$ cat config.mk
export PLATFORM = sky130hd
export DESIGN_NAME = ntt_loop_ctrl
export DESIGN_NICKNAME = d
export VERILOG_FILES = /design/src/rtl/ntt_loop_ctrl.sv
export SDC_FILE = /design/constraint.sdc
export NUM_CORES = 1
export LEC_CHECK = 0
export ABC_AREA = 1
export CAP_MARGIN = 5
export CORE_MARGIN = 2
export CORE_UTILIZATION = 53
export DETAILED_ROUTE_END_ITERATION = 16
export DONT_BUFFER_PORTS = 1
export GPL_TIMING_DRIVEN = 0
export PLACE_DENSITY = 0.73
export SLEW_MARGIN = 20
export SYNTH_ARGS = -nofsm -noshare
export SYNTH_HDL_FRONTEND = slang
export SYNTH_SLANG_ARGS = --single-unit
export TNS_END_PERCENT = 5
$ cat constraint.sdc
create_clock -name clk -period 2.6 [get_ports clk]
set_input_delay 0.65 -clock clk [delete_from_list [all_inputs] [get_ports clk]]
set_output_delay 0.65 -clock clk [all_outputs]
set_load 0.03 [all_outputs]
$ cat src/rtl/ntt_loop_ctrl.sv
// NTT/INTT/PWM loop sequencer: walks stage i and group s for addr_gen.
// Optional LOOP_CTRL_PERF_EN adds a cycle_cnt busy-cycle counter output.
module ntt_loop_ctrl #(
  parameter int P_SHIFT    = 2,
  parameter int NUM_STAGES = 7,
  parameter int STAGE_GAP  = 4
) (
  input  logic       clk,
  input  logic       rst,
  input  logic       start,
  input  logic [1:0] opcode,
  input  logic       stall,
  output logic [5:0] i,
  output logic [6:0] s,
  output logic [1:0] opcode_o,
  output logic       valid,
  output logic       last,
  output logic       busy,
  output logic       done
`ifdef LOOP_CTRL_PERF_EN
  ,
  output logic [15:0] cycle_cnt
`endif
);

  localparam logic [1:0] OP_NTT  = 2'd0;
  localparam logic [1:0] OP_INTT = 2'd1;

  localparam logic [6:0] S_STEP    = 7'(1 << P_SHIFT);
  localparam logic [6:0] S_NTT_MAX = 7'(128 - (1 << P_SHIFT));
  localparam logic [6:0] S_PWM_MAX = 7'((256 >> P_SHIFT) - 1);
  localparam logic [5:0] I_LAST    = 6'(NUM_STAGES - 1);
  localparam logic [3:0] GAP_INIT  =
    4'((STAGE_GAP > 0) ? (STAGE_GAP - 1) : 0);

  typedef enum logic [1:0] {
    IDLE,
    RUN,
    GAP,
    DONE
  } state_t;

  state_t     state;
  logic [3:0] gap_cnt;

  logic       is_ntt;
  logic       is_intt;
  logic       is_pwm;
  logic [6:0] s_max;
  logic [6:0] s_inc;
  logic [5:0] i_next;
  logic       stage_end;
  logic       final_stage;
  logic       last_nxt;

  // Any opcode other than NTT/INTT sequences like PWM.
  always_comb begin
    is_ntt  = (opcode_o == OP_NTT);
    is_intt = (opcode_o == OP_INTT);
    is_pwm  = !(is_ntt || is_intt);
    s_max   = is_pwm ? S_PWM_MAX : S_NTT_MAX;
    s_inc   = s + (is_pwm ? 7'd1 : S_STEP);
    i_next  = i;
    if (is_intt) begin
      if (i != 6'd0) i_next = i - 6'd1;
    end else if (is_ntt) begin
      if (i != I_LAST) i_next = i + 6'd1;
    end
    stage_end   = (s == s_max);
    final_stage = is_pwm ||
                  (is_intt && (i == 6'd0)) ||
                  (is_ntt && (i == I_LAST));
    last_nxt    = final_stage && (s_inc == s_max);
  end

  always_ff @(posedge clk) begin
    if (rst) begin
      state    <= IDLE;
      gap_cnt  <= '0;
      i        <= '0;
      s        <= '0;
      opcode_o <= '0;
      valid    <= 1'b0;
      last     <= 1'b0;
      busy     <= 1'b0;
      done     <= 1'b0;
    end else begin
      unique case (state)
        IDLE: begin
          if (start) begin
            state    <= RUN;
            opcode_o <= opcode;
            i        <= (opcode == OP_INTT) ? I_LAST : 6'd0;
            s        <= '0;
            valid    <= 1'b1;
            last     <= 1'b0;
            busy     <= 1'b1;
          end
        end
        RUN: begin
          if (!stall) begin
            if (last) begin
              state <= DONE;
              valid <= 1'b0;
              last  <= 1'b0;
              done  <= 1'b1;
            end else if (stage_end) begin
              if (STAGE_GAP > 0) begin
                state   <= GAP;
                valid   <= 1'b0;
                gap_cnt <= GAP_INIT;
              end else begin
                i <= i_next;
                s <= '0;
              end
            end else begin
              s    <= s_inc;
              last <= last_nxt;
            end
          end
        end
        GAP: begin
          if (!stall) begin
            if (gap_cnt == 4'd0) begin
              state <= RUN;
              valid <= 1'b1;
              i     <= i_next;
              s     <= '0;
            end else begin
              gap_cnt <= gap_cnt - 4'd1;
            end
          end
        end
        DONE: begin
          if (!stall) begin
            state <= IDLE;
            done  <= 1'b0;
            busy  <= 1'b0;
          end
        end
        default: state <= IDLE;
      endcase
    end
  end

`ifdef LOOP_CTRL_PERF_EN
  always_ff @(posedge clk) begin
    if (rst) begin
      cycle_cnt <= '0;
    end else if (state == IDLE && start) begin
      cycle_cnt <= '0;
    end else if (busy) begin
      cycle_cnt <= cycle_cnt + 16'd1;
    end
  end
`endif

endmodule

==> flow_summary.ini, run 1 <==
[synth]
async_set_or_reset_register_ratio_after_synthesis_pct = 0
synth_edf_count = 0
yosys_warnings = 0
avgSynthCellArea_um2 = 6.41
post_synth_num_cell_types = 32
synth.cell_area_um2 = 1760
synth_top_flop_cell = dfxtp_1
syn_nets = 289
synthesized_instance_count = 274
ys_seq_area_share_pct = 28.5
synth.ff_latch_count = 25

[place]
placed_cells_incl_taps = 318
hpwlAfterDp_mm = 2.89
weighted_congestion_reported_at_the_end_of_routability_driven_placement = 0.897
numPortBuffers = 0

[layout]
final_common_cell = nand2_1
post_layout_nonfiller_instances = 322
antenna_cells = 0
layout.cells.most_common_list = nand2_1 (79), inv_1 (30), a21oi_1 (29)
num-nets-final = 294
fillCellCount = 338
layout_area_overhead_pct = 4.63
final_layout_size_suffix_gt1_share_pct = 10.4

[clock_tree]
cts.path.max_buffers = 2
cts_sinks = 25
post_cts_buffers = 0
clock_insertion_delay_worst_skew_ns = 0.33
cts_inserted_buffers = 3
cts_tree = built
hold_buffers = 0
library_cell_used_as_clock_root_buffer = clkbuf_4
cts.reportedPaths.clkPinSlew_ns = 0.14
htree_levels = 1
ctsResizeCount = 0

[sta]
timing.final.hold_violations = 0
final_max_slew_viol_count = 0
tns_ns = 0
timing.final.setup_violations = 0
max-slew-margin-rel_pct = 65.5
min_period_ns = 2.27
max_slew.worst_pin.slew_ns = 0.517
worst_hold_slack_ns = 0.374
finClkSkew_ns = 0.00802
fmax_ghz = 0.440
grt_setup_unrepaired = no
finalCritPeriodShare_pct = 87.4

[drt]
antenna_left = 0
dr_total_vias = 1677
vias_per_cell = 5.21
detailedRoute.firstPassIterationCount = 4
detailedRoute.firstIterationViolations = 104
drc_errors = 0
post_drt_wl_per_cell_um = 11.4
finalWirelength_mm = 3.67

[critical_path]
worstReg2RegStart = opcode_o[1]
worstSetupPathType = flip-flop to flip-flop
cp.required_ns = 2.87
rr_endpoint = i[5]
critical_path_peak_fanout = 8
rr_worst_depth = 12
worst-r2r-setup-slack_ns = 0.33
cp-end-kind = flip-flop
timing.critical_path.from_type = flip-flop
critical_path_data_arrival_time_ns = 2.54

[hold_path]
worstHoldPathType = primary input to flip-flop
timing.hold.worst.start = rst
worstHoldEndpoint = i[5]
hold_depth = 1

[floorplan]
coreArea_um2 = 3100
die_area_um2 = 3790
row_count = 20
height_of_the_die_um = 61.6
num_ports = 25
die_w_um = 61.6
start_util_pct = 56.6

[power]
power.ir.vdd_worst_v = 0.000360
leakage_nw = 0.831
power.density_nw_per_um2 = 670

[global_route]
grt_pass1_vias = 1441
grt_antenna_before_repair = 0
grtUsageTotal_pct = 21.7
gr-total-overflow = 0
grt_max_degree = 14
grt_first_pass_wirelength_mm = 6.17

[flow_run]
max-cap-violations = 0

[outcome]
status = finished, final reports clean
-- flip-flops by register name (all words and copies together), names as in the netlist --
name / count
s: 7
busy: 1
i: 6
done: 1
gap_cnt: 4
opcode_o: 2
last: 1
state: 2
valid: 1
-- cell type report --
type / instances / area, um2 / area share (%)
clock buffer: 4 / 26.3 / 1.43
inverter: 37 / 143 / 7.76
buffer: 4 / 16.3 / 0.885
multi-input combinational: 208 / 1100 / 59.7
tap: 44 / 55.1 / 3.00
sequential: 25 / 500 / 27.2
-- worst max-delay path: stages (launching register included) --
cell and delay [ns]:
dfxtp_1 0.67, inv_1 0.17, nand2_1 0.19, inv_1 0.13, ha_1 0.33, a21o_1 0.19
nor2_1 0.13, nand2_1 0.06, nand2_1 0.05, nand2_1 0.04, nor2_1 0.07, nand2_1 0.06
a21oi_1 0.10
-- stage by stage --
stage	cell area [um2]	total power [W]	setup slack, ns	util (%)
3_5_place_dp	1810	0.00106	0.359	58.4
3_3_place_gp	1810	0.00106	0.333	58.4
2_1_floorplan	1760	0.000953	0.605	-
5_1_grt	1840	0.00133	0.0516	59.2
6_report	1840	0.00123	0.328	59.2
4_1_cts	1840	0.00124	0.317	59.2
-- synthesized netlist by cell type (2+ instances only) --
library cell  instances  area, um2
xor2_1                3       26.3
xnor2_1               2       17.5
a21oi_1              29        145
nand3b_1              2       15.0
inv_2                 5       18.8
nand2_1              79        297
dfxtp_1              25        500
nand3_1              28        140
nor2_4                2       22.5
nor2_2                6       37.5
inv_1                30        113
o21ai_0               8       40.0
nor2_1               25       93.8
nand4_1               2       12.5
nand2_2               2       12.5
ha_1                  8        100
clkbuf_1              3       11.3
-- report_power, final --
part | total, W | switching, W | leakage (nW) | internal (W)
registers | 0.000526 | 0.000102 | 0.203 | 0.000424
logic | 0.000523 | 0.000343 | 0.613 | 0.000180
clock network | 0.000181 | 0.000121 | 0.0150 | 0.0000601
-- cell families after synthesis --
family                   after synthesis  share of synthesized area, %
AND/OR/NAND/NOR                      153                          40.5
AO/OA/AOI/OAI                         41                          12.7
XOR/XNOR                               5                          2.49
adder cells (fa/ha/maj)                9                          6.84
flip-flops                            25                          28.5
buffers and inverters                 41                          9.05
-- worst max-delay path by stage --
stage,to,start,cells past startpoint
final,i[5],opcode_o[1],12
after global routing,i[5],opcode_o[1],13
after CTS,i[5],opcode_o[1],12
after detailed placement,i[5],opcode_o[1],12
after global placement,i[5],opcode_o[1],12
after floorplan,i[5],opcode_o[1],12
-- layer usage --
layer | vias to the layer above | wire [um] | track usage [%]
met2 | 28 | 1650 | 35.0
met4 | 0 | 44 | 5.47
met5 | - | 0 | 0
met1 | 755 | 1810 | 29.8
met3 | 5 | 170 | 4.20
li1 | 889 | - | -
No activity file was read; power rests on OpenSTA's default activity.
==> inputs of run 2 (changes only) <==
--- a/config.mk
+++ b/config.mk
@@ -7,12 +7,14 @@
 export LEC_CHECK = 0
 export ABC_AREA = 1
 export CAP_MARGIN = 5
+export CELL_PAD_IN_SITES_DETAIL_PLACEMENT = 1
+export CELL_PAD_IN_SITES_GLOBAL_PLACEMENT = 1
 export CORE_MARGIN = 2
-export CORE_UTILIZATION = 53
+export CORE_UTILIZATION = 47
 export DETAILED_ROUTE_END_ITERATION = 16
 export DONT_BUFFER_PORTS = 1
 export GPL_TIMING_DRIVEN = 0
-export PLACE_DENSITY = 0.73
+export PLACE_DENSITY = 0.88
 export SLEW_MARGIN = 20
 export SYNTH_ARGS = -nofsm -noshare
 export SYNTH_HDL_FRONTEND = slang
==> run 2 against run 1 <==
Register-to-register slack gained 0.07 ns; largest power group is now combinational cells; count of clock-buffer cells in the layout stayed put; clock power grew 36%; utilization is 8.0 points lower; sequential share of layout area is 0.30 points lower; first-iteration DRC count down 55%; via count up 4.4%; die area is 12% higher.
==> flow_summary.ini, run 2 (synthesized netlist as in run 1, its figures left out) <==
[critical_path]
critical_path_data_arrival_time_ns = 2.42
timing.critical_path.slowest_stage_cell = dfxtp_2
cp.buffers_inverters = 2
critical_path.startpoint = opcode_o[1]
cp.required_ns = 2.82
critical_path_peak_fanout = 8
cp-end-kind = flip-flop
max_stage_delay_ns = 0.54
worstPathCellList = inv_1 > nand2_1 > inv_1 > ha_1 > a21o_1 > nor2_1 > nand2_1 > nand2_1 > nand2_1 > nor2_1 > nand2_1 > a21oi_1
worstReg2RegStart = opcode_o[1]
timing.critical_path.from_type = flip-flop
cp_common_cell = nand2_1
worstSetupPathType = flip-flop to flip-flop
crit_family = simple AND/OR/NAND/NOR gates

[layout]
largest_register_ffs = 7
layout_area_overhead_pct = 6.05
num-nets-final = 294
layout.cells.most_common_list = nand2_1 (79), inv_1 (30), a21oi_1 (29)
final_common_cell = nand2_1
final_layout_size_suffix_gt1_share_pct = 10.8
register_with_the_highest_flop_count = s
largest_registers = s x7, i x6, gap_cnt x4
antenna_cells = 0
layout.cell_area.non_filler_um2 = 1860
fillCellCount = 524

[drt]
finalWirelength_mm = 4.89
vias_per_cell = 5.37
detailedRoute.firstIterationViolations = 47
detailedRoute.firstPassIterationCount = 6
drc_errors = 0
dr_total_vias = 1751
antenna_left = 0
post_drt_wl_per_cell_um = 15.0

[sta]
timing.final.hold_violations = 0
min_period_ns = 2.20
fmax_ghz = 0.454
grt_setup_unrepaired = no
max-slew-margin-rel_pct = 61.4
worst_slack_ns = 0.398
timing.final.setup_violations = 0
final_max_slew_viol_count = 0
max_slew.worst_pin.slew_ns = 0.579
tns_ns = 0
finClkSkew_ns = 0.00355
finalCritPeriodShare_pct = 84.7

[floorplan]
die_area_um2 = 4240
start_util_pct = 48.3
height_of_the_die_um = 65.1
die_w_um = 65.1
row_count = 22
num_ports = 25
coreArea_um2 = 3630

[global_route]
grt_antenna_before_repair = 0
grt_pass1_vias = 1841
grt_max_degree = 14
grtUsageTotal_pct = 25.1
gr-total-overflow = 0
grt_first_pass_wirelength_mm = 8.29

[power]
switching_power_w = 0.000621
power.switching_fraction_pct = 46.4
power.internal_w = 0.000717
leakage_nw = 0.839
share_of_power_burned_in_the_clock_network_pct = 18.5
seq_power_share_pct = 39.7
power.ir.vdd_worst_v = 0.000393
power.density_nw_per_um2 = 718
comb_power_share_pct = 41.8

[clock_tree]
htree_levels = 1
cts.reportedPaths.clkPinSlew_ns = 0.10
library_cell_used_as_clock_root_buffer = clkbuf_8
ctsResizeCount = 0
cts_sinks = 25
cts_inserted_buffers = 3
hold_buffers = 0
post_cts_buffers = 0
clock_insertion_delay_worst_skew_ns = 0.27
cts_tree = built
cts.path.max_buffers = 2

[place]
pre_cts_slack_ns = 0.177
hpwlAfterDp_mm = 3.80
weighted_congestion_reported_at_the_end_of_routability_driven_placement = 0.873
numPortBuffers = 0
post_dp_cell_area_um2 = 1820

[hold_path]
worstHoldPathType = primary input to flip-flop
timing.hold.worst.start = rst

[outcome]
status = finished, final reports clean

[flow_run]
max-cap-violations = 0
run 2: cell counts in the layout (fill, tap and decap cells not counted):
Identical to the previous run, type by type.
run 2: worst paths after layout:
check | end | slack [ns] | cells after the start
min | i[5] | 0.43 | 1
min reg2reg | gap_cnt[3] | 0.51 | 2
max reg2reg | i[5] | 0.40 | 12
max | i[5] | 0.40 | 12
run 2: cell type report:
class	instances	area, um2	area share (%)
multi-input cells	208	1100	58.9
inverters	37	143	7.66
well taps	48	60.1	3.22
flip-flops and latches	25	502	26.9
clock buffers	4	45.0	2.42
plain buffers	4	16.3	0.873
run 2: through the flow:
stage,total power [W],hold slack (ns),util [%],cells
floorplan,0.000953,0.453,-,274
global placement,0.00107,0.460,50.0,322
detailed placement,0.00109,0.480,50.0,322
CTS,0.00134,0.429,51.2,326
global route,0.00144,0.415,51.3,326
finish,0.00134,0.427,51.3,326
run 2: worst reg2reg max path, stage by stage, from the launching register on:
cell and delay [ns]:
dfxtp_2 0.54, inv_1 0.17, nand2_1 0.19, inv_1 0.14, ha_1 0.35, a21o_1 0.19
nor2_1 0.15, nand2_1 0.07, nand2_1 0.06, nand2_1 0.05, nor2_1 0.08, nand2_1 0.06
a21oi_1 0.10
run 2: power groups by stage:
stage                     clock network (W)  registers [W]  logic (W)
final                              0.000247       0.000531   0.000559
after floorplan                           0       0.000522   0.000431
after CTS                          0.000247       0.000531   0.000560
after detailed placement                  0       0.000539   0.000554
after global routing               0.000268       0.000538   0.000629
after global placement                    0       0.000536   0.000531
run 2: metal layers:
metal	wire length, um	global-route usage (%)	vias up
li1	-	-	889
met1	2360	32.0	832
met2	2360	44.1	26
met3	127	4.28	4
met4	45	5.99	0
met5	0	0	-
==> inputs of run 3 (changes only) <==
--- a/config.mk
+++ b/config.mk
@@ -5,16 +5,16 @@
 export SDC_FILE = /design/constraint.sdc
 export NUM_CORES = 1
 export LEC_CHECK = 0
-export ABC_AREA = 1
+export ABC_AREA = 0
 export CAP_MARGIN = 5
 export CELL_PAD_IN_SITES_DETAIL_PLACEMENT = 1
 export CELL_PAD_IN_SITES_GLOBAL_PLACEMENT = 1
 export CORE_MARGIN = 2
-export CORE_UTILIZATION = 47
+export CORE_UTILIZATION = 42
 export DETAILED_ROUTE_END_ITERATION = 16
 export DONT_BUFFER_PORTS = 1
 export GPL_TIMING_DRIVEN = 0
-export PLACE_DENSITY = 0.88
+export PLACE_DENSITY = 0.8
 export SLEW_MARGIN = 20
 export SYNTH_ARGS = -nofsm -noshare
 export SYNTH_HDL_FRONTEND = slang
==> constraint.sdc (replaced) <==
create_clock -name clk -period 2 [get_ports clk]
set_input_delay 0.5 -clock clk [delete_from_list [all_inputs] [get_ports clk]]
set_output_delay 0.5 -clock clk [all_outputs]
set_load 0.03 [all_outputs]
==> run 3 against run 2 <==
Area after synthesis is 6.1% lower; final cell count is 21% lower; routed wire length is 4.6% lower; non-clock buffer count is 5 higher; flip-flop and latch count stayed put; global-route usage is 3.2 points lower; fmax is 13% higher; die area is 4.7% higher; critical endpoint is now last.
==> flow_summary.ini, run 3 <==
[outcome]
status = finished, final reports clean

[critical_path]
critical_path.startpoint = opcode_o[1]
critical_path_peak_fanout = 8
cp.buffers_inverters = 1
crit_family = adder cells
cp.depth = 8
timing.critical_path.from_type = flip-flop
cp_common_cell = ha_1
rr_endpoint = last
max_stage_delay_ns = 0.41
rr_worst_depth = 8
worstPathCellList = clkbuf_1 > ha_1 > ha_1 > a21o_1 > and2_1 > xnor2_1 > mux2i_1 > o31ai_1
worstSetupPathType = flip-flop to flip-flop
timing.critical_path.slowest_stage_cell = dfxtp_4
worst-r2r-setup-slack_ns = 0.05
cp-end-kind = flip-flop
critical_path_data_arrival_time_ns = 2.12
cp.required_ns = 2.17
worstReg2RegStart = opcode_o[1]

[hold_path]
timing.hold.worst.start = opcode[0]
worstHoldPathType = primary input to flip-flop
worstHoldEndpoint = opcode_o[0]
hold_depth = 2

[sta]
grt_setup_unrepaired = yes
tns_ns = 0
finalCritPeriodShare_pct = 97.4
max_slew.worst_pin.slew_ns = 0.565
max-slew-margin-rel_pct = 62.3
worst_slack_ns = 0.0514
timing.final.setup_violations = 0
min_period_ns = 1.95
timing.final.hold_violations = 0
finClkSkew_ns = 0.00832
final_max_slew_viol_count = 0
fmax_ghz = 0.513

[flow_run]
max-cap-violations = 0

[place]
numPortBuffers = 0
pre_cts_slack_ns = -0.224
weighted_congestion_reported_at_the_end_of_routability_driven_placement = 0.839
hpwlAfterDp_mm = 3.42
post_dp_cell_area_um2 = 1710

[clock_tree]
cts.reportedPaths.clkPinSlew_ns = 0.10
library_cell_used_as_clock_root_buffer = clkbuf_8
cts_inserted_buffers = 3
hold_buffers = 0
htree_levels = 1
cts_sinks = 25
cts.path.max_buffers = 2
cts_tree = built
clock_insertion_delay_worst_skew_ns = 0.28

[global_route]
grt_antenna_before_repair = 0
grtUsageTotal_pct = 21.9
grt_first_pass_wirelength_mm = 7.42
grt_pass1_vias = 1605
grt_max_degree = 14
gr-total-overflow = 0

[drt]
post_drt_wl_per_cell_um = 18.1
dr_total_vias = 1539
highest_signal_layer_in_the_routed_design = met4
detailedRoute.firstPassIterationCount = 4
finalWirelength_mm = 4.66
detailedRoute.firstIterationViolations = 36
antenna_left = 0
drc_errors = 0
met3WireLength_um = 103
routed-wl-met2_mm = 2.42
vias_per_cell = 5.97
met1Wirelength_mm = 2.07

[synth]
avgSynthCellArea_um2 = 8.04
syn_nets = 220
netlist_top_cells_area = dfxtp_1 (30%), ha_1 (6.1%), nor2_1 (5.2%)
top_area_cell_type_share_of_the_netlist_area_pct = 30.3
yosys_warnings = 0
synth.cell_area_um2 = 1650
synth_top_flop_cell = dfxtp_1
post_synth_num_cell_types = 48
yosys.cell_count.top_type = dfxtp_1
ys_seq_area_share_pct = 30.3
synth.ff_latch_count = 25
synth_area_leader_cell = dfxtp_1
async_set_or_reset_register_ratio_after_synthesis_pct = 0
synth_edf_count = 0
ys_top_cells_by_count = dfxtp_1 (25), nor2_1 (23), a21oi_1 (17)
synthesized_instance_count = 205

[floorplan]
die_area_um2 = 4440
start_util_pct = 44.4
height_of_the_die_um = 66.7
die_w_um = 66.7
coreArea_um2 = 3720
row_count = 22
num_ports = 25

[layout]
largest_register_ffs = 7
antenna_cells = 0
fillCellCount = 453
final_layout_size_suffix_gt1_share_pct = 18.1
register_with_the_highest_flop_count = s
num-nets-final = 226
final_common_cell = nor2_1
layout.cell_area.non_filler_um2 = 1900
largest_registers = s x7, i x6, gap_cnt x4
layout.cells.most_common_list = nor2_1 (22), dfxtp_1 (18), a21oi_1 (16)
layout_area_overhead_pct = 15.1

[power]
leakage_nw = 0.697
power.internal_w = 0.000716
power.ir.vdd_worst_v = 0.000271
switching_power_w = 0.000309
power.switching_fraction_pct = 30.1
share_of_power_burned_in_the_clock_network_pct = 31.0
comb_power_share_pct = 15.5
power.density_nw_per_um2 = 540
seq_power_share_pct = 53.5
-- run 3: cell types whose count changed after synthesis, moves of 6 or more --
| cell | before | now |
|---|---|---|
| nand2b_1 | 0 | 6 |
| a21oi_1 | 29 | 17 |
| nand3_1 | 28 | 4 |
| a211oi_1 | 0 | 7 |
| nand2_1 | 79 | 14 |
| inv_1 | 30 | 10 |
| nor2b_1 | 0 | 7 |
-- run 3: metal layers --
metal | up-vias | global-route usage [%]
li1 | 751 | -
met3 | 7 | 2.87
met2 | 19 | 39.3
met1 | 762 | 26.2
met4 | 0 | 8.42
met5 | - | 0
-- run 3: area by class of cell --
type	instances	area [um2]	area share [%]
buffer	8	46.3	2.44
tap	48	60.1	3.16
multi-input combinational	162	1180	62.3
timing repair buffer	1	7.51	0.396
inverter	10	42.5	2.24
clock buffer	4	45.0	2.37
sequential	25	514	27.1
-- run 3: worst max path at each step --
stage	endpoint	slack [ns]
floorplan	i[4]	0.006
global placement	i[4]	-0.16
detailed placement	i[4]	-0.22
CTS	i[5]	-0.01
global route	s[3]	-0.05
finish	last	0.05
-- run 3: per-stage QoR --
stage	total power [W]	cells	util, %	hold slack, ns
global route	0.00107	258	51.1	0.393
floorplan	0.000660	205	-	0.461
finish	0.00103	258	51.1	0.365
detailed placement	0.000696	253	46.1	0.488
global placement	0.000686	253	46.1	0.481
CTS	0.00101	257	48.4	0.381
-- run 3: timing repair --
| item | in CTS | in global routing |
|---|---|---|
| gates cloned | 0 | 0 |
| endpoints found under the hold margin | 0 | 0 |
| endpoints found under the setup margin | 12 | 15 |
| pin swaps | 2 | 5 |
| gates resized for setup | 9 | 19 |
| setup buffers | 0 | 1 |
-- run 3: power groups by stage --
stage	registers, W	clock network [W]	logic (W)
after floorplan	0.000553	0	0.000106
after global routing	0.000551	0.000347	0.000175
after CTS	0.000547	0.000315	0.000144
final	0.000548	0.000318	0.000159
after detailed placement	0.000560	0	0.000137
after global placement	0.000558	0	0.000128
-- run 3: logic make-up (layout without fill, tap and decap cells) --
kind of cell | count (synthesis) | after routing | synth area share [%]
fa+ha+maj | 9 | 9 | 7.28
flops | 25 | 25 | 30.3
compound gates | 56 | 56 | 22.8
buf+inv | 18 | 23 | 4.63
mux | 5 | 5 | 3.04
simple gates | 87 | 87 | 29.2
xor+xnor | 5 | 5 | 2.66
